### config.mk
export PLATFORM = sky130hd
export DESIGN_NAME = fp_addsub_seq
export DESIGN_NICKNAME = d
export VERILOG_FILES = /design/src/rtl/fp_pkg.sv /design/src/rtl/fp_classify.sv /design/src/rtl/fp_addsub_seq.sv
export SDC_FILE = /design/constraint.sdc
export NUM_CORES = 1
export LEC_CHECK = 0
export CELL_PAD_IN_SITES_DETAIL_PLACEMENT = 1
export CELL_PAD_IN_SITES_GLOBAL_PLACEMENT = 1
export CORE_MARGIN = 2
export CORE_UTILIZATION = 44
export CTS_CLUSTER_DIAMETER = 50
export DETAILED_ROUTE_END_ITERATION = 8
export GPL_ROUTABILITY_DRIVEN = 0
export HOLD_SLACK_MARGIN = 0.1
export PLACE_DENSITY_LB_ADDON = 0.1
export SLEW_MARGIN = 20
export SYNTH_ARGS = -nofsm -noshare
export SYNTH_HDL_FRONTEND = slang
export SYNTH_HIERARCHICAL = 1
export SYNTH_SLANG_ARGS = --single-unit
### constraint.sdc
create_clock -name clk -period 14.93 [get_ports clk]
set_clock_uncertainty 0.1 [all_clocks]
set_input_delay 2.986 -clock clk [delete_from_list [all_inputs] [get_ports clk]]
set_output_delay 2.986 -clock clk [all_outputs]
set_load 0.02 [all_outputs]
### src/rtl/fp_pkg.sv
// Shared types and constants for the fp_addsub_seq single-precision add/subtract sequencer.
package fp_pkg;

  localparam int EXP_W    = 8;
  localparam int MAN_W    = 23;
  localparam int EXP_BIAS = 127;

  localparam logic [31:0]      QNAN      = 32'h7FC00000;
  localparam logic [EXP_W-1:0] EXP_INF   = 8'hFF;
  localparam logic [EXP_W-1:0] ALIGN_MAX = 8'd25;

  typedef enum logic [2:0] {
    ST_IDLE   = 3'd0,
    ST_UNPACK = 3'd1,
    ST_ALIGN  = 3'd2,
    ST_ADD    = 3'd3,
    ST_NORM   = 3'd4,
    ST_ROUND  = 3'd5,
    ST_DONE   = 3'd6
  } fp_state_e;

  typedef struct packed {
    logic             sign;
    logic [EXP_W-1:0] exp;
    logic [MAN_W:0]   mant;
    logic             is_zero;
    logic             is_inf;
    logic             is_nan;
  } fp_unpacked_t;

endpackage

### src/rtl/fp_classify.sv
// Combinational unpack and classification of one IEEE-754 single operand.
module fp_classify import fp_pkg::*; (
  input  logic [31:0]  x,
  output fp_unpacked_t u
);

  logic [EXP_W-1:0] exp_s;
  logic [MAN_W-1:0] frac_s;
  logic             exp_zero_s;
  logic             exp_max_s;
  logic             frac_zero_s;

  assign exp_s       = x[30:23];
  assign frac_s      = x[22:0];
  assign exp_zero_s  = (exp_s == {EXP_W{1'b0}});
  assign exp_max_s   = (exp_s == EXP_INF);
  assign frac_zero_s = (frac_s == {MAN_W{1'b0}});

  // Field extraction and class flags; denormals are treated as zero
  always_comb begin
    u.sign    = x[31];
    u.exp     = exp_s;
    u.is_zero = exp_zero_s;
    u.is_inf  = exp_max_s & frac_zero_s;
    u.is_nan  = exp_max_s & ~frac_zero_s;
    if (exp_zero_s) begin
      u.mant = {(MAN_W+1){1'b0}};
    end else begin
      u.mant = {1'b1, frac_s};
    end
  end

endmodule

### src/rtl/fp_addsub_seq.sv
// Multi-cycle IEEE-754 single add/subtract driving an external 24-bit mantissa ALU.
// Define FPADD_ROUND_EN for round-to-nearest-even; otherwise results are truncated.
module fp_addsub_seq import fp_pkg::*; (
  input  logic             clk,
  input  logic             rst,
  input  logic             in_valid,
  output logic             in_ready,
  input  logic [31:0]      a,
  input  logic [31:0]      b,
  input  logic             sub,
  output logic             out_valid,
  input  logic             out_ready,
  output logic [31:0]      result,
  output logic             busy,
  output logic [MAN_W:0]   alu_op1,
  output logic [MAN_W:0]   alu_op2,
  output logic             alu_operator,
  input  logic [MAN_W+1:0] alu_out
);

`ifdef FPADD_ROUND_EN
  localparam fp_state_e FIN_ST = ST_ROUND;
`else
  localparam fp_state_e FIN_ST = ST_DONE;
`endif

  fp_state_e        state_r, state_s;
  logic [31:0]      a_r, a_s, b_r, b_s;
  logic             sign_a_r, sign_a_s, sign_b_r, sign_b_s;
  logic [EXP_W-1:0] exp_r, exp_s, d_r, d_s;
  logic [MAN_W+1:0] man_r, man_s;
  logic [MAN_W:0]   mant_b_r, mant_b_s;
  logic [2:0]       grs_r, grs_s;
  logic             borrow_r, borrow_s, special_r, special_s;
  logic [MAN_W:0]   alu_op1_s, alu_op2_s;
  logic             alu_operator_s;

  fp_unpacked_t     ua_s, ub_s, big_s, small_s;
  logic [30:0]      mag_a_s, mag_b_s;
  logic             swap_s, nan_s;
  logic [MAN_W+1:0] cur_s;
  logic [2:0]       cur_grs_s;

  fp_classify u_cls_a (.x(a_r), .u(ua_s));
  fp_classify u_cls_b (.x(b_r), .u(ub_s));

  // Flushed denormals compare as zero so they never win the swap
  assign mag_a_s   = ua_s.is_zero ? 31'd0 : a_r[30:0];
  assign mag_b_s   = ub_s.is_zero ? 31'd0 : b_r[30:0];
  assign swap_s    = (mag_a_s < mag_b_s);
  assign big_s     = swap_s ? ub_s : ua_s;
  assign small_s   = swap_s ? ua_s : ub_s;
  assign nan_s     = ua_s.is_nan | ub_s.is_nan | (ua_s.is_inf & ub_s.is_inf & (ua_s.sign ^ ub_s.sign));
  // Subtracting a nonzero G/R/S tail borrows one from the mantissa
  assign cur_s     = man_r - {{(MAN_W+1){1'b0}}, borrow_r};
  assign cur_grs_s = borrow_r ? (3'b000 - grs_r) : grs_r;

`ifdef FPADD_ROUND_EN
  logic round_up_s;
  assign round_up_s = grs_r[2] & (grs_r[1] | grs_r[0] | man_r[0]);
`endif

  // Next-state and datapath update for every sequencer step
  always_comb begin
    state_s = state_r;  a_s = a_r;  b_s = b_r;
    sign_a_s = sign_a_r;  sign_b_s = sign_b_r;
    exp_s = exp_r;  man_s = man_r;  mant_b_s = mant_b_r;
    grs_s = grs_r;  d_s = d_r;  borrow_s = borrow_r;  special_s = special_r;
    case (state_r)
      ST_IDLE: begin
        if (in_valid) begin
          a_s     = a;
          b_s     = {b[31] ^ sub, b[30:0]};
          state_s = ST_UNPACK;
        end else begin
          state_s = ST_IDLE;
        end
      end
      ST_UNPACK: begin
        grs_s     = 3'b000;
        borrow_s  = 1'b0;
        special_s = 1'b0;
        if (nan_s) begin
          special_s = 1'b1;
          sign_a_s  = QNAN[31];
          exp_s     = EXP_INF;
          man_s     = {2'b00, QNAN[MAN_W-1:0]};
          state_s   = ST_NORM;
        end else if (ua_s.is_inf | ub_s.is_inf) begin
          special_s = 1'b1;
          sign_a_s  = ua_s.is_inf ? ua_s.sign : ub_s.sign;
          exp_s     = EXP_INF;
          man_s     = {(MAN_W+2){1'b0}};
          state_s   = ST_NORM;
        end else begin
          sign_a_s = big_s.sign;
          sign_b_s = small_s.sign;
          exp_s    = big_s.exp;
          man_s    = {1'b0, big_s.mant};
          mant_b_s = small_s.mant;
          d_s      = big_s.exp - small_s.exp;
          if (d_s == {EXP_W{1'b0}}) begin
            state_s = ST_ADD;
          end else begin
            state_s = ST_ALIGN;
          end
        end
      end
      ST_ALIGN: begin
        if (d_r > ALIGN_MAX) begin
          mant_b_s = {(MAN_W+1){1'b0}};
          grs_s    = {2'b00, |mant_b_r};
          d_s      = {EXP_W{1'b0}};
          state_s  = ST_ADD;
        end else begin
          mant_b_s = {1'b0, mant_b_r[MAN_W:1]};
          grs_s    = {mant_b_r[0], grs_r[2], grs_r[1] | grs_r[0]};
          d_s      = d_r - {{(EXP_W-1){1'b0}}, 1'b1};
          if (d_r == {{(EXP_W-1){1'b0}}, 1'b1}) begin
            state_s = ST_ADD;
          end else begin
            state_s = ST_ALIGN;
          end
        end
      end
      ST_ADD: begin
        man_s    = alu_out;
        borrow_s = (sign_a_r ^ sign_b_r) & (|grs_r);
        state_s  = ST_NORM;
      end
      ST_NORM: begin
        man_s    = cur_s;
        grs_s    = cur_grs_s;
        borrow_s = 1'b0;
        if (special_r) begin
          man_s   = man_r;
          state_s = ST_DONE;
        end else if (cur_s[MAN_W+1]) begin
          if (exp_r == (EXP_INF - 8'd1)) begin
            exp_s = EXP_INF;
            man_s = {(MAN_W+2){1'b0}};
            grs_s = 3'b000;
          end else begin
            exp_s = exp_r + 8'd1;
            man_s = {1'b0, cur_s[MAN_W+1:1]};
            grs_s = {cur_s[0], cur_grs_s[2], cur_grs_s[1] | cur_grs_s[0]};
          end
          state_s = FIN_ST;
        end else if (cur_s == {(MAN_W+2){1'b0}}) begin
          // Exact cancellation is +0 unless both inputs were negative
          sign_a_s = sign_a_r & sign_b_r;
          exp_s    = {EXP_W{1'b0}};
          grs_s    = 3'b000;
          state_s  = FIN_ST;
        end else if (!cur_s[MAN_W]) begin
          if (exp_r <= 8'd1) begin
            exp_s   = {EXP_W{1'b0}};
            man_s   = {(MAN_W+2){1'b0}};
            grs_s   = 3'b000;
            state_s = FIN_ST;
          end else begin
            exp_s   = exp_r - 8'd1;
            man_s   = {1'b0, cur_s[MAN_W-1:0], cur_grs_s[2]};
            grs_s   = {cur_grs_s[1], cur_grs_s[0], 1'b0};
            state_s = ST_NORM;
          end
        end else begin
          state_s = FIN_ST;
        end
      end
`ifdef FPADD_ROUND_EN
      ST_ROUND: begin
        grs_s = 3'b000;
        if (round_up_s) begin
          if (!alu_out[MAN_W+1]) begin
            man_s = alu_out;
          end else if (exp_r == (EXP_INF - 8'd1)) begin
            exp_s = EXP_INF;
            man_s = {(MAN_W+2){1'b0}};
          end else begin
            exp_s = exp_r + 8'd1;
            man_s = {2'b01, {MAN_W{1'b0}}};
          end
        end else begin
          man_s = man_r;
        end
        state_s = ST_DONE;
      end
`endif
      ST_DONE: begin
        if (out_ready) begin
          state_s = ST_IDLE;
        end else begin
          state_s = ST_DONE;
        end
      end
      default: begin
        state_s = ST_IDLE;
      end
    endcase
  end

  // ALU operands for the cycle being entered; zero outside ADD and ROUND
  always_comb begin
    alu_op1_s      = {(MAN_W+1){1'b0}};
    alu_op2_s      = {(MAN_W+1){1'b0}};
    alu_operator_s = 1'b0;
    case (state_s)
      ST_ADD: begin
        alu_op1_s      = man_s[MAN_W:0];
        alu_op2_s      = mant_b_s;
        alu_operator_s = sign_a_s ^ sign_b_s;
      end
`ifdef FPADD_ROUND_EN
      ST_ROUND: begin
        alu_op1_s      = man_s[MAN_W:0];
        alu_op2_s      = {{MAN_W{1'b0}}, 1'b1};
        alu_operator_s = 1'b0;
      end
`endif
      default: begin
        alu_op1_s      = {(MAN_W+1){1'b0}};
        alu_op2_s      = {(MAN_W+1){1'b0}};
        alu_operator_s = 1'b0;
      end
    endcase
  end

  // State, datapath and registered outputs
  always_ff @(posedge clk) begin
    if (rst) begin
      state_r   <= ST_IDLE;
      a_r       <= 32'd0;
      b_r       <= 32'd0;
      sign_a_r  <= 1'b0;
      sign_b_r  <= 1'b0;
      exp_r     <= {EXP_W{1'b0}};
      man_r     <= {(MAN_W+2){1'b0}};
      mant_b_r  <= {(MAN_W+1){1'b0}};
      grs_r     <= 3'b000;
      d_r       <= {EXP_W{1'b0}};
      borrow_r  <= 1'b0;
      special_r <= 1'b0;
      in_ready  <= 1'b1;
      busy      <= 1'b0;
      out_valid <= 1'b0;
      result    <= 32'd0;
      alu_op1   <= {(MAN_W+1){1'b0}};
      alu_op2   <= {(MAN_W+1){1'b0}};
      alu_operator <= 1'b0;
    end else begin
      state_r   <= state_s;
      a_r       <= a_s;
      b_r       <= b_s;
      sign_a_r  <= sign_a_s;
      sign_b_r  <= sign_b_s;
      exp_r     <= exp_s;
      man_r     <= man_s;
      mant_b_r  <= mant_b_s;
      grs_r     <= grs_s;
      d_r       <= d_s;
      borrow_r  <= borrow_s;
      special_r <= special_s;
      in_ready  <= (state_s == ST_IDLE);
      busy      <= (state_s != ST_IDLE);
      out_valid <= (state_s == ST_DONE);
      if ((state_s == ST_DONE) && (state_r != ST_DONE)) begin
        result <= {sign_a_s, exp_s, man_s[MAN_W-1:0]};
      end else begin
        result <= result;
      end
      alu_op1      <= alu_op1_s;
      alu_op2      <= alu_op2_s;
      alu_operator <= alu_operator_s;
    end
  end

endmodule

# Word level (Yosys, flattened, before mapping)
# Cells that the tools add are included.
[word_totals] reg_bits=223 in_bits=94 wordCells=152
[classes] addsub=6 n_lt_le_gt_ge=3 eq_ne=15 n_mux=67 n_bitwise=20 n_reduce_logical=21
[ops] operator="24-bit 2-to-1 mux" count=10
[ops] operator="8-bit 2-to-1 mux" count=11
[ops] operator="25-bit one-hot mux with 3 select lines" count=1
[ops] operator="36-bit 2-to-1 mux" count=2
[ops] operator="31-bit 2-to-1 mux" count=2
[ops] operator="25-bit 2-to-1 mux" count=2
[ops] operator="24-bit one-hot mux with 2 select lines" count=1
[ops] operator="23-bit logical NOT" count=2
[ops] operator="3-bit 2-to-1 mux" count=15
[ops] operator="8-bit one-hot mux with 2 select lines" count=2
[ops] operator="31-bit < comparator" count=1
[ops] operator="25-bit logical NOT" count=1
[ops] operator="25-bit by 1-bit subtractor with 25-bit output" count=1
[ops] operator="8-bit == test, second input constant" count=3
[ops] operator="8-bit logical NOT" count=3
[ops] operator="24-bit OR reduction" count=1
[ops] operator="23-bit 2-to-1 mux" count=1
[ops] operator="3-bit one-hot mux with 6 select lines" count=1
[ops] operator="8-bit by 1-bit subtractor with 8-bit output, second input constant" count=2
[ops] operator="1-bit 2-to-1 mux" count=15
[ops] operator="3-bit by 2-bit == test with 1-bit output, second input constant" count=3
[ops] operator="3-bit == test, second input constant" count=3
[ops] operator="3-bit one-hot mux with 3 select lines" count=1
[ops] operator="3-bit nonzero test" count=3
[ops] operator="other kinds (22)" count=45

# Depth between registers and ports, before layout
# Gate-level depths: netlist of the first run.
[depth] word_depth=13 mapped_depth=23 ltp_nobuf=18

# By module
# Netlist of the first run, hierarchy kept.
[modules_own_cells] module="fp_addsub_seq" instances=1 cells_each=1612 area_per_inst_um2=12545.8 seq_area_each_um2=4464.3
[modules_own_cells] module="fp_classify" instances=2 cells_each=52 area_per_inst_um2=329.1 seq_area_each_um2=0.0

# Worst setup path before layout of the first run
# Ideal clock, no wire load.
[synth_path] path_kind="register to register" start="register a_r[23]" end="register alu_op2[18]" setup_time_ns=0.074 arrival_ns=4.996 slack_ns=9.760 path_stages_with_launch=23 synth_period_minus_slack_ns=5.170 cell_sequence="dfxtp_1 nor4_1 nand2_1 buf_2 inv_1 buf_4 clkbuf_1 nor2b_1 ha_1 nand4_1 or3_1 a2111oi_4 o31ai_2 a211oi_1 nor2_1 ha_1 a31oi_1 a21boi_0 or3_1 a2111oi_4 a41oi_2 buf_4 nor3_2"
[synth_between] elab_chain_len=13 elab_cells_between_ends=26 classes_between="1 x add/sub; 1 x order compare; 2 x eq/ne; 11 x mux; 8 x bitwise; 3 x reduce/logical"
[synth_lines] element="from (decl)" line="fp_addsub_seq.sv:28" text="logic [31:0] a_r, a_s, b_r, b_s;"
[synth_lines] element="from (signal assigned)" line="fp_addsub_seq.sv:253" text="a_r <= a_s;"
[synth_lines] element="8-bit logical NOT *" line="fp_classify.sv:15" text="assign exp_zero_s = (exp_s == {EXP_W{1'b0}});"
[synth_lines] element="net u_cls_a.exp_zero_s" line="fp_classify.sv:9" text="logic exp_zero_s;"
[synth_lines] element="31-bit 2-to-1 mux" line="fp_addsub_seq.sv:48" text="assign mag_a_s = ua_s.is_zero ? 31'd0 : a_r[30:0];"
[synth_lines] element="31-bit < comparator" line="fp_addsub_seq.sv:50" text="assign swap_s = (mag_a_s < mag_b_s);"
[synth_lines] element="36-bit 2-to-1 mux (on tied branches)" line="fp_addsub_seq.sv:51, fp_addsub_seq.sv:52"
[synth_lines] element="8-bit subtractor" line="fp_addsub_seq.sv:101" text="d_s = big_s.exp - small_s.exp;"
[synth_lines] element="8-bit logical NOT" line="fp_addsub_seq.sv:102" text="if (d_s == {EXP_W{1'b0}}) begin"
[synth_lines] element="1-bit 2-to-1 mux" line="fp_addsub_seq.sv:102"
[synth_lines] element="3-bit 2-to-1 mux" line="fp_addsub_seq.sv:89" text="end else if (ua_s.is_inf | ub_s.is_inf) begin"
[synth_lines] element="3-bit 2-to-1 mux" line="fp_addsub_seq.sv:83" text="if (nan_s) begin"
[synth_lines] element="3-bit one-hot mux with 6 select lines" line="fp_addsub_seq.sv:69" text="case (state_r)"
[synth_lines] element="3-bit by 2-bit == test with 1-bit output" line="fp_addsub_seq.sv:208" text="case (state_s)"
[synth_lines] element="1-bit NOT (no line)"
[synth_lines] element="2-bit OR reduction (no line)"
[synth_lines] element="to (signal assigned)" line="fp_addsub_seq.sv:249" text="alu_op2 <= {(MAN_W+1){1'b0}};"
[synth_lines] element="to (signal assigned)" line="fp_addsub_seq.sv:273" text="alu_op2 <= alu_op2_s;"
[synth_lines] element="to (decl)" line="fp_addsub_seq.sv:16" text="output logic [MAN_W:0] alu_op2,"
# The timed path passes the listed nets; every way through them passes the cells marked *.
# A chain may end at the register's enable or synchronous reset.

==> results.tsv, run 1 <==
stage	metric	value	unit
outcome	status	finished clean	
critical_path	r2r_setup_slack	7.28	ns
sta	finalSetupViolations	0	
synth	syn-instance-count	1716	
sta	tightest_slew	1.15	ns
drt	drt_pass1_iterations	6	
pwr	seq_power_share	0.283	
floorplan	coreArea	29600	um^2
floorplan	row_count	63	
grt	grt.overflow.total	0	
pwr	ir_drop	108	uV
sta	rsz0062_at_grt	false	
critical_path	r2r-end	busy	
floorplan	die-area	31400	um^2
sta	post-route-period-util	0.512	
critical_path	path_class	reg -> reg	
clocking	ctsResizeCount	0	
sta	relSlewSlack	0.232	
critical_path	end_kind	flip-flop	
synth	seq_area_frac_synth	0.338	
clocking	clock_sinks	223	
synth	synth_area_leader_cell	dfxtp_1	
pwr	power.density	162	nW/um^2
synth	synthTopCellsByArea	dfxtp_1 34%, nand2_1 8.8%, nor2_1 5.1%	
floorplan	ios	178	
grt	antenna_found_initial	1	
pwr	switching_power	1.14	mW
cells_and_area	area_growth	21.0	%
grt	grt_max_degree	76	
synth	synth_enable_flop_cells	0	
synth	synth_ff_type	dfxtp_1	
drt	vias_per_cell	6.00	
critical_path	crit_family	compound AO/OA/AOI/OAI gates	
synth	ys_async_sr_fraction	0	
critical_path	worstRegToRegCells	19	
critical_path	critPathArrivalTime	7.99	ns
critical_path	crit_fanout	34	
pwr	p_comb_frac	0.445	
sta	finalSetupTns	0	ns
worst_hold_path	holdPathEnd	result[1]	
grt	grt_pass1_wl	76.1	mm
grt	grt_pass1_vias	13500	
drt	antenna_left	0	
cells_and_area	finalInstanceArea	16000	um^2
pwr	p_int	1.45	mW
clocking	cts_setup_buffers	0	
synth	yosys-top-cells-count	310 x nand2_1, 223 x dfxtp_1, 179 x nor2_1, 115 x a21oi_1, 87 x clkbuf_1	
critical_path	critPathBufInv	2	
drt	drtIter0Drc	1212	
worst_hold_path	hold_class	reg -> reg	
grt	grt_usage	0.309	
sta	holdWs	0.396	ns
placement	portBuffers	177	
pwr	total_power	2.59	mW
clocking	cts_tree	done	
cells_and_area	fin_util	0.541	
worst_hold_path	hold_depth	2	
worst_hold_path	min_from	result[1]	
clocking	postCtsHoldBufs	0	
sta	max_freq	131	MHz
floorplan	start_util	0.447	
critical_path	startpoint_type	flip-flop	
floorplan	die_h	177	um
synth	syn-num-nets	1852	
floorplan	die_w	177	um
drt	drc	0	
pwr	p_clk_frac	0.272	
cells_and_area	drive_gt1_frac	0.0885	
sta	finalMaxSlewViolations	0	
sta	finalCriticalPeriod	7.65	ns
pwr	switching_share	0.441	
drt	routed_wl	48.5	mm
critical_path	critPathMaxStageDelay	1.01	ns
critical_path	r2r_start	a_r[30]	
placement	hpwl	35.5	mm
synth	synth_seq_cells	223	
synth	syn_area	13200	um^2
cells_and_area	layout.nets	1935	
synth	synth_warnings	6	
clocking	insertion_delay	0.56	ns
drt	vias	13300	
synth	synth.avg_cell_area	7.69	um^2
clocking	path_clk_slew	0.06	ns
sta	finalHoldViolations	0	
clocking	cts_buffers	29	
run	drv_cap	0	
drt	wl_per_cell	21.9	um
cells_and_area	n_fill_cell	3577	
critical_path	worstPathCellList	nor4_1 > nand2_1 > inv_1 > nor2b_1 > ha_1 > nand4_1 > or3_1 > o221ai_1 > o31ai_2 > a211oi_1 > nor2_1 > ha_1 > a31oi_1 > a21boi_0 > o21ai_0 > a2111oi_4 > a41oi_4 > buf_4 > or3b_1	
critical_path	cpMostUsedCell	ha_1	
synth	synthMostInstantiatedCell	nand2_1	
critical_path	slowest_stage	inv_1	
synth	yosysUniqueCellTypes	79	
clocking	cts-root-buf	clkbuf_16	
placement	dpl_cell_area	15000	um^2
synth	synth_top_cell_area_share	0.338	
cells_and_area	antenna_cells	0	
critical_path	cp.required	15.27	ns
pwr	leakagePower	5.91	nW
clocking	h-tree-depth	1	
clocking	clockBufferDepth	3	
-- layout make-up --
cell class | count | area, um^2 | area share
multi-input cells | 1326 | 8060 | 0.504
flip-flops and latches | 223 | 4460 | 0.279
repair buffers | 192 | 1880 | 0.118
clock buffers | 35 | 798 | 0.0499
well taps | 390 | 488 | 0.0305
clock inverters | 17 | 186 | 0.0117
inverters | 27 | 101 | 0.00634
-- cell families after synthesis --
group / Yosys count / synth area share
flip-flops: 223 / 0.338
adder cells (fa/ha/maj): 47 / 0.0436
XOR/XNOR: 39 / 0.0259
AO/OA/AOI/OAI: 363 / 0.192
AND/OR/NAND/NOR: 850 / 0.321
multiplexers: 27 / 0.0219
buffers and inverters: 167 / 0.0569
-- worst reg2reg max path, delay by kind of cell, from the launching register on --
family                     cells  cell delay [ns]
AOI/OAI and AO/OA              8             2.66
and+or+nand+nor                7             2.23
buffers and inverters          2             1.59
adders and majority gates      2             0.59
DFF                            1             0.36
-- through the flow --
step / instances / setup WS, ns
floorplan: 1716 / 9.76
global placement: 2158 / 7.80
detailed placement: 2158 / 7.44
CTS: 2210 / 7.41
global route: 2210 / 6.71
finish: 2210 / 7.28
-- power by group through the flow --
| stage | Combinational, mW | Sequential [mW] | Clock [mW] |
|---|---|---|---|
| floorplan | 0.806 | 0.715 | 0 |
| global placement | 1.10 | 0.742 | 0 |
| detailed placement | 1.12 | 0.744 | 0 |
| CTS | 1.13 | 0.732 | 0.716 |
| global route | 1.25 | 0.742 | 0.741 |
| finish | 1.15 | 0.734 | 0.705 |
-- layout by cell type (no fill, tap or decap), types with 16 or more instances in the layout --
cell / n
nand4_1: 18
nor2_1: 176
and2_1: 72
dfxtp_1: 223
nand2_1: 310
inv_1: 26
nor4_1: 31
a211oi_1: 18
nand3_1: 20
a21oi_1: 114
xnor2_1: 20
ha_1: 42
nor2b_1: 41
nor3_2: 35
a222oi_1: 41
o21ai_0: 41
nand2b_1: 43
nor3_1: 46
clkbuf_16: 29
buf_4: 16
o21ai_1: 19
clkdlybuf4s50_1: 176
xor2_1: 17
a31oi_1: 19
-- worst max-delay path by stage --
| stage | startpoint | slack (ns) | end | cells past startpoint |
|---|---|---|---|---|
| detailed placement | a_r[30] | 7.44 | busy | 19 |
| global placement | a_r[30] | 7.80 | busy | 19 |
| floorplan | a_r[23] | 9.76 | alu_op2[18] | 22 |
| finish | a_r[30] | 7.28 | busy | 19 |
| CTS | a_r[30] | 7.41 | busy | 19 |
| global route | a_r[23] | 6.71 | busy | 19 |
-- sequential cells by signal, summed over array words and instances (netlist names), 3 cells and up --
register / cells
a_r: 32
alu_op1: 24
alu_op2: 24
b_r: 32
d_r: 8
exp_r: 8
grs_r: 3
man_r: 25
mant_b_r: 24
result: 32
state_r: 3
-- per-layer routing --
layer  wire length, um  vias up  track usage
li1                  -     6223            -
met1             21300     6487        0.416
met2             21300      456        0.482
met3              3700      102       0.0578
met4              2170        2        0.134
met5                11        -            0
Note: power is estimated with default switching activity, not from simulation.
==> inputs of run 2 (changes only) <==
- CORE_UTILIZATION: 44 -> 41
- clock period: 14.93 -> 7.9 ns (I/O delays scaled with it)
==> results.tsv, run 2 (same netlist as run 1, synthesis figures left out) <==
stage	metric	value	unit
drt	antenna_left	0	
floorplan	die_h	183	um
floorplan	start_util	0.417	
critical_path	crit_family	compound AO/OA/AOI/OAI gates	
sta	finalSetupViolations	0	
drt	routed_wl	48.7	mm
run	drv_cap	0	
clocking	cts-root-buf	clkbuf_16	
clocking	cts_setup_buffers	0	
floorplan	die_w	183	um
sta	finalHoldViolations	0	
sta	relSlewSlack	0.257	
pwr	seq_power_share	0.282	
floorplan	coreArea	31600	um^2
sta	finalCriticalPeriod	6.94	ns
critical_path	slowest_stage	inv_1	
clocking	clockBufferDepth	3	
drt	wl_per_cell	21.9	um
drt	drc	0	
grt	antenna_found_initial	0	
sta	tightest_slew	1.11	ns
critical_path	cp.required	8.29	ns
drt	vias	13300	
pwr	switching_share	0.439	
placement	place_ws	1.07	ns
grt	grt_pass1_vias	13200	
sta	rsz0062_at_grt	false	
grt	use_met2	0.440	
critical_path	critPathMaxStageDelay	0.61	ns
clocking	clock_sinks	223	
clocking	h-tree-depth	1	
clocking	postCtsHoldBufs	0	
placement	dp.cells	2174	
cells_and_area	layout.nets	1938	
critical_path	worstPathCellList	nor4_1 > nand2_1 > inv_1 > nor2b_1 > ha_1 > nand4_1 > or3_1 > a2111oi_4 > o31ai_2 > a211oi_1 > nor2_1 > ha_1 > a31oi_1 > a21boi_0 > or3_1 > a2111oi_4 > a41oi_4 > buf_12 > nor3_2	
placement	hpwl	35.6	mm
pwr	ir_drop	171	uV
sta	worst_slack	0.962	ns
cells_and_area	final_common_cell	nand2_1	
clocking	cts_buffers	28	
cells_and_area	fin_util	0.507	
worst_hold_path	hold_class	reg -> reg	
pwr	total_power	4.93	mW
grt	grt_use_met1	0.399	
clocking	path_clk_slew	0.06	ns
pwr	power.density	308	nW/um^2
sta	finalMaxSlewViolations	0	
pwr	p_comb_frac	0.446	
floorplan	ios	178	
critical_path	path_class	reg -> reg	
cells_and_area	reg_top3	a_r (32), b_r (32), result (32)	
grt	grt.overflow.total	0	
grt	met3_usage	0.0372	
clocking	cts_tree	done	
drt	vias_per_cell	6.00	
clocking	ctsResizeCount	0	
critical_path	critPathArrivalTime	7.33	ns
cells_and_area	area_growth	21.5	%
pwr	leakagePower	5.95	nW
clocking	insertion_delay	0.58	ns
critical_path	end_kind	flip-flop	
outcome	status	finished clean	
cells_and_area	layout_common_cells	310 x nand2_1, 223 x dfxtp_1, 176 x nor2_1, 176 x clkdlybuf4s50_1, 114 x a21oi_1	
placement	portBuffers	177	
pwr	switching_power	2.17	mW
sta	max_freq	144	MHz
cells_and_area	antenna_cells	0	
grt	top_usage_layer	met2	
cells_and_area	layout.cells.non_filler	2225	
cells_and_area	drive_gt1_frac	0.0878	
critical_path	critPathBufInv	2	
drt	drtIter0Drc	1263	
sta	post-route-period-util	0.878	
drt	drt_pass1_iterations	8	
sta	finalSetupTns	0	ns
critical_path	startpoint_type	flip-flop	
grt	grt_pass1_wl	75.0	mm
grt	grt_usage	0.284	
critical_path	crit_fanout	30	
floorplan	row_count	65	
pwr	p_clk_frac	0.272	
grt	grt_max_degree	76	
floorplan	die-area	33700	um^2
pwr	p_int	2.77	mW
==> run 2: area by class of cell <==
cell class | count | area [um^2]
sequential | 223 | 4460
multi-input combinational | 1326 | 8060
clock inverter | 14 | 209
fill | 3820 | 15600
clock buffer | 37 | 785
timing repair buffer | 196 | 1920
tap | 402 | 503
inverter | 27 | 101
==> run 2: worst paths after layout <==
path,slack [ns],from,depth (start not counted),to
worst min register to register,0.40,a_r[5],2,a_r[5]
worst max-delay path,0.96,a_r[23],19,alu_op2[10]
worst max register to register,0.96,a_r[23],19,alu_op2[10]
worst min-delay path,0.40,a_r[5],2,a_r[5]
==> run 2: per-layer routing <==
metal | vias up | routed length (um)
met4 | 0 | 2040
met3 | 101 | 2990
li1 | 6226 | -
met2 | 467 | 21100
met1 | 6551 | 22500
met5 | - | 0
==> run 2: worst min-delay path: cells and delay by family (launching register included) <==
kind,cells,cell delay (ns)
flip-flops,1,0.33
AND/OR/NAND/NOR,1,0.06
AO/OA/AOI/OAI,1,0.05
==> run 2: power by group through the flow <==
stage	clock network [mW]	registers (mW)	logic [mW]
2_1_floorplan	0	1.35	1.52
3_3_place_gp	0	1.41	2.10
3_5_place_dp	0	1.41	2.14
4_1_cts	1.37	1.39	2.16
5_1_grt	1.41	1.41	2.38
6_report	1.34	1.39	2.20
==> run 2: through the flow <==
stage / cell area [um^2] / hold slack, ns
2_1_floorplan: 13200 / 0.337
3_3_place_gp: 15000 / 0.348
3_5_place_dp: 15000 / 0.359
4_1_cts: 16000 / 0.390
5_1_grt: 16000 / 0.417
6_report: 16000 / 0.396
==> inputs of run 3 (changes only) <==
- CORE_MARGIN: 2 -> unset
- REMOVE_ABC_BUFFERS: unset -> 1
==> results.tsv, run 3 (same netlist as run 1, synthesis figures left out) <==
stage	metric	value	unit
outcome	status	finished clean	
sta	finalCriticalPeriod	6.78	ns
drt	drtIter0Drc	1002	
sta	post-route-period-util	0.859	
cells_and_area	multi_input_area	8050	um^2
pwr	switching_share	0.439	
grt	grt_use_met1	0.378	
sta	finalHoldViolations	0	
sta	finalMaxSlewViolations	0	
grt	grt.overflow.total	0	
floorplan	start_util	0.417	
grt	grt_max_degree	67	
grt	grt_pass1_vias	13300	
clocking	cts_tree	done	
clocking	clockBufferDepth	3	
drt	antenna_left	0	
clocking	ctsResizeCount	0	
cells_and_area	regArea	4460	um^2
floorplan	row_count	65	
pwr	switching_power	2.13	mW
cells_and_area	layout_common_cells	310 x nand2_1, 223 x dfxtp_1, 176 x nor2_1, 176 x clkdlybuf4s50_1, 114 x a21oi_1	
sta	tightest_slew	1.12	ns
run	drv_cap	0	
clocking	clock_sinks	223	
drt	vias	13200	
floorplan	die_h	181	um
cells_and_area	final_common_cell	nand2_1	
clocking	path_clk_slew	0.06	ns
drt	routed_wl	47.2	mm
placement	place_ws	1.29	ns
pwr	ir_drop	193	uV
drt	wl_per_cell	21.2	um
critical_path	critPathMaxStageDelay	0.83	ns
floorplan	die_w	181	um
pwr	leakagePower	5.93	nW
clocking	insertion_delay	0.56	ns
worst_hold_path	min_from	result[31]	
cells_and_area	area_growth	21.1	%
placement	portBuffers	177	
cells_and_area	n_fill_cell	3839	
grt	grt_usage	0.285	
critical_path	worstPathCellList	nor4_1 > nand2_1 > inv_1 > nand2b_1 > ha_1 > nand4_1 > or3_1 > a2111oi_4 > o31ai_2 > a211oi_1 > nor2_1 > ha_1 > a31oi_1 > a21boi_0 > or3_1 > a2111oi_4 > a41oi_4 > buf_12 > nor3_2	
pwr	seq_power_share	0.287	
clocking	h-tree-depth	1	
pwr	power.density	303	nW/um^2
cells_and_area	fin_util	0.505	
floorplan	coreArea	31600	um^2
sta	max_freq	147	MHz
sta	worst_slack	1.12	ns
cells_and_area	antenna_cells	0	
critical_path	path_class	reg -> reg	
pwr	p_clk_frac	0.267	
drt	vias_per_cell	5.94	
clocking	cts_buffers	29	
clocking	postCtsHoldBufs	0	
sta	rsz0062_at_grt	false	
critical_path	slowest_stage	inv_1	
grt	grt_pass1_wl	74.9	mm
worst_hold_path	hold_class	reg -> reg	
grt	use_met2	0.473	
critical_path	startpoint	b_r[23]	
critical_path	r2r_start	b_r[23]	
floorplan	die-area	32900	um^2
cells_and_area	layout.nets	1939	
placement	hpwl	35.0	mm
critical_path	crit_fanout	47	
critical_path	critPathArrivalTime	7.15	ns
pwr	p_int	2.72	mW
critical_path	critPathBufInv	2	
sta	relSlewSlack	0.253	
sta	finalSetupViolations	0	
clocking	cts_setup_buffers	0	
grt	met3_usage	0.0337	
critical_path	end_kind	flip-flop	
cells_and_area	reg_top3	a_r (32), b_r (32), result (32)	
grt	antenna_found_initial	0	
drt	drc	0	
drt	drt_pass1_iterations	7	
floorplan	ios	178	
cells_and_area	drive_gt1_frac	0.0873	
critical_path	startpoint_type	flip-flop	
critical_path	crit_family	simple AND/OR/NAND/NOR gates	
critical_path	cp.required	8.26	ns
grt	top_usage_layer	met2	
pwr	p_comb_frac	0.446	
clocking	cts-root-buf	clkbuf_16	
==> run 3: changes by cell type in the layout (fill, tap and decap cells not counted), sizes merged <==
| cell | before | now |
|---|---|---|
| inv | 31 | 33 |
| clkinv | 6 | 5 |
| bufinv | 3 | 2 |
| clkbuf | 37 | 35 |
==> run 3: path summary, 6_finish.rpt <==
check                    end  cells after the start  slack (ns)
setup reg to reg  alu_op2[0]                     19        1.12
setup / recovery  alu_op2[0]                     19        1.12
hold / removal    result[31]                      2        0.36
hold reg to reg   result[31]                      2        0.36
==> run 3: layout make-up <==
type | instances | area share
Sequential cell | 223 | 0.279
Multi-Input combinational cell | 1326 | 0.504
Timing Repair Buffer | 196 | 0.120
Tap cell | 402 | 0.0315
Inverter | 27 | 0.00634
Clock buffer | 35 | 0.0487
Clock inverter | 14 | 0.0101
==> run 3: tightest hold or removal path: stages, from the launching register on <==
cell,delay [ns]
dfxtp_1,0.31
nand2_1,0.05
a21oi_1,0.05
==> run 3: power groups by stage <==
stage / Sequential, mW / Combinational (mW) / Clock [mW]
global placement: 1.40 / 2.09 / 0
finish: 1.39 / 2.16 / 1.30
detailed placement: 1.41 / 2.13 / 0
global route: 1.41 / 2.35 / 1.37
CTS: 1.39 / 2.15 / 1.32
floorplan: 1.37 / 1.38 / 0
==> run 3: metal layers <==
layer	wire length [um]	vias up
li1	-	6224
met1	21300	6454
met2	21600	437
met3	2560	90
met4	1770	0
met5	0	-
==> run 3: metrics by stage <==
| stage | std cells | instance area (um^2) | power, mW | hold slack (ns) | setup TNS [ns] |
|---|---|---|---|---|---|
| finish | 2223 | 16000 | 4.85 | 0.363 | 0 |
| global route | 2223 | 16000 | 5.12 | 0.395 | 0 |
| CTS | 2223 | 16000 | 4.85 | 0.369 | 0 |
| detailed placement | 2174 | 15000 | 3.54 | 0.358 | 0 |
| global placement | 2174 | 15000 | 3.50 | 0.354 | 0 |
| floorplan | 1576 | 12600 | 2.75 | 0.347 | -0.0665 |
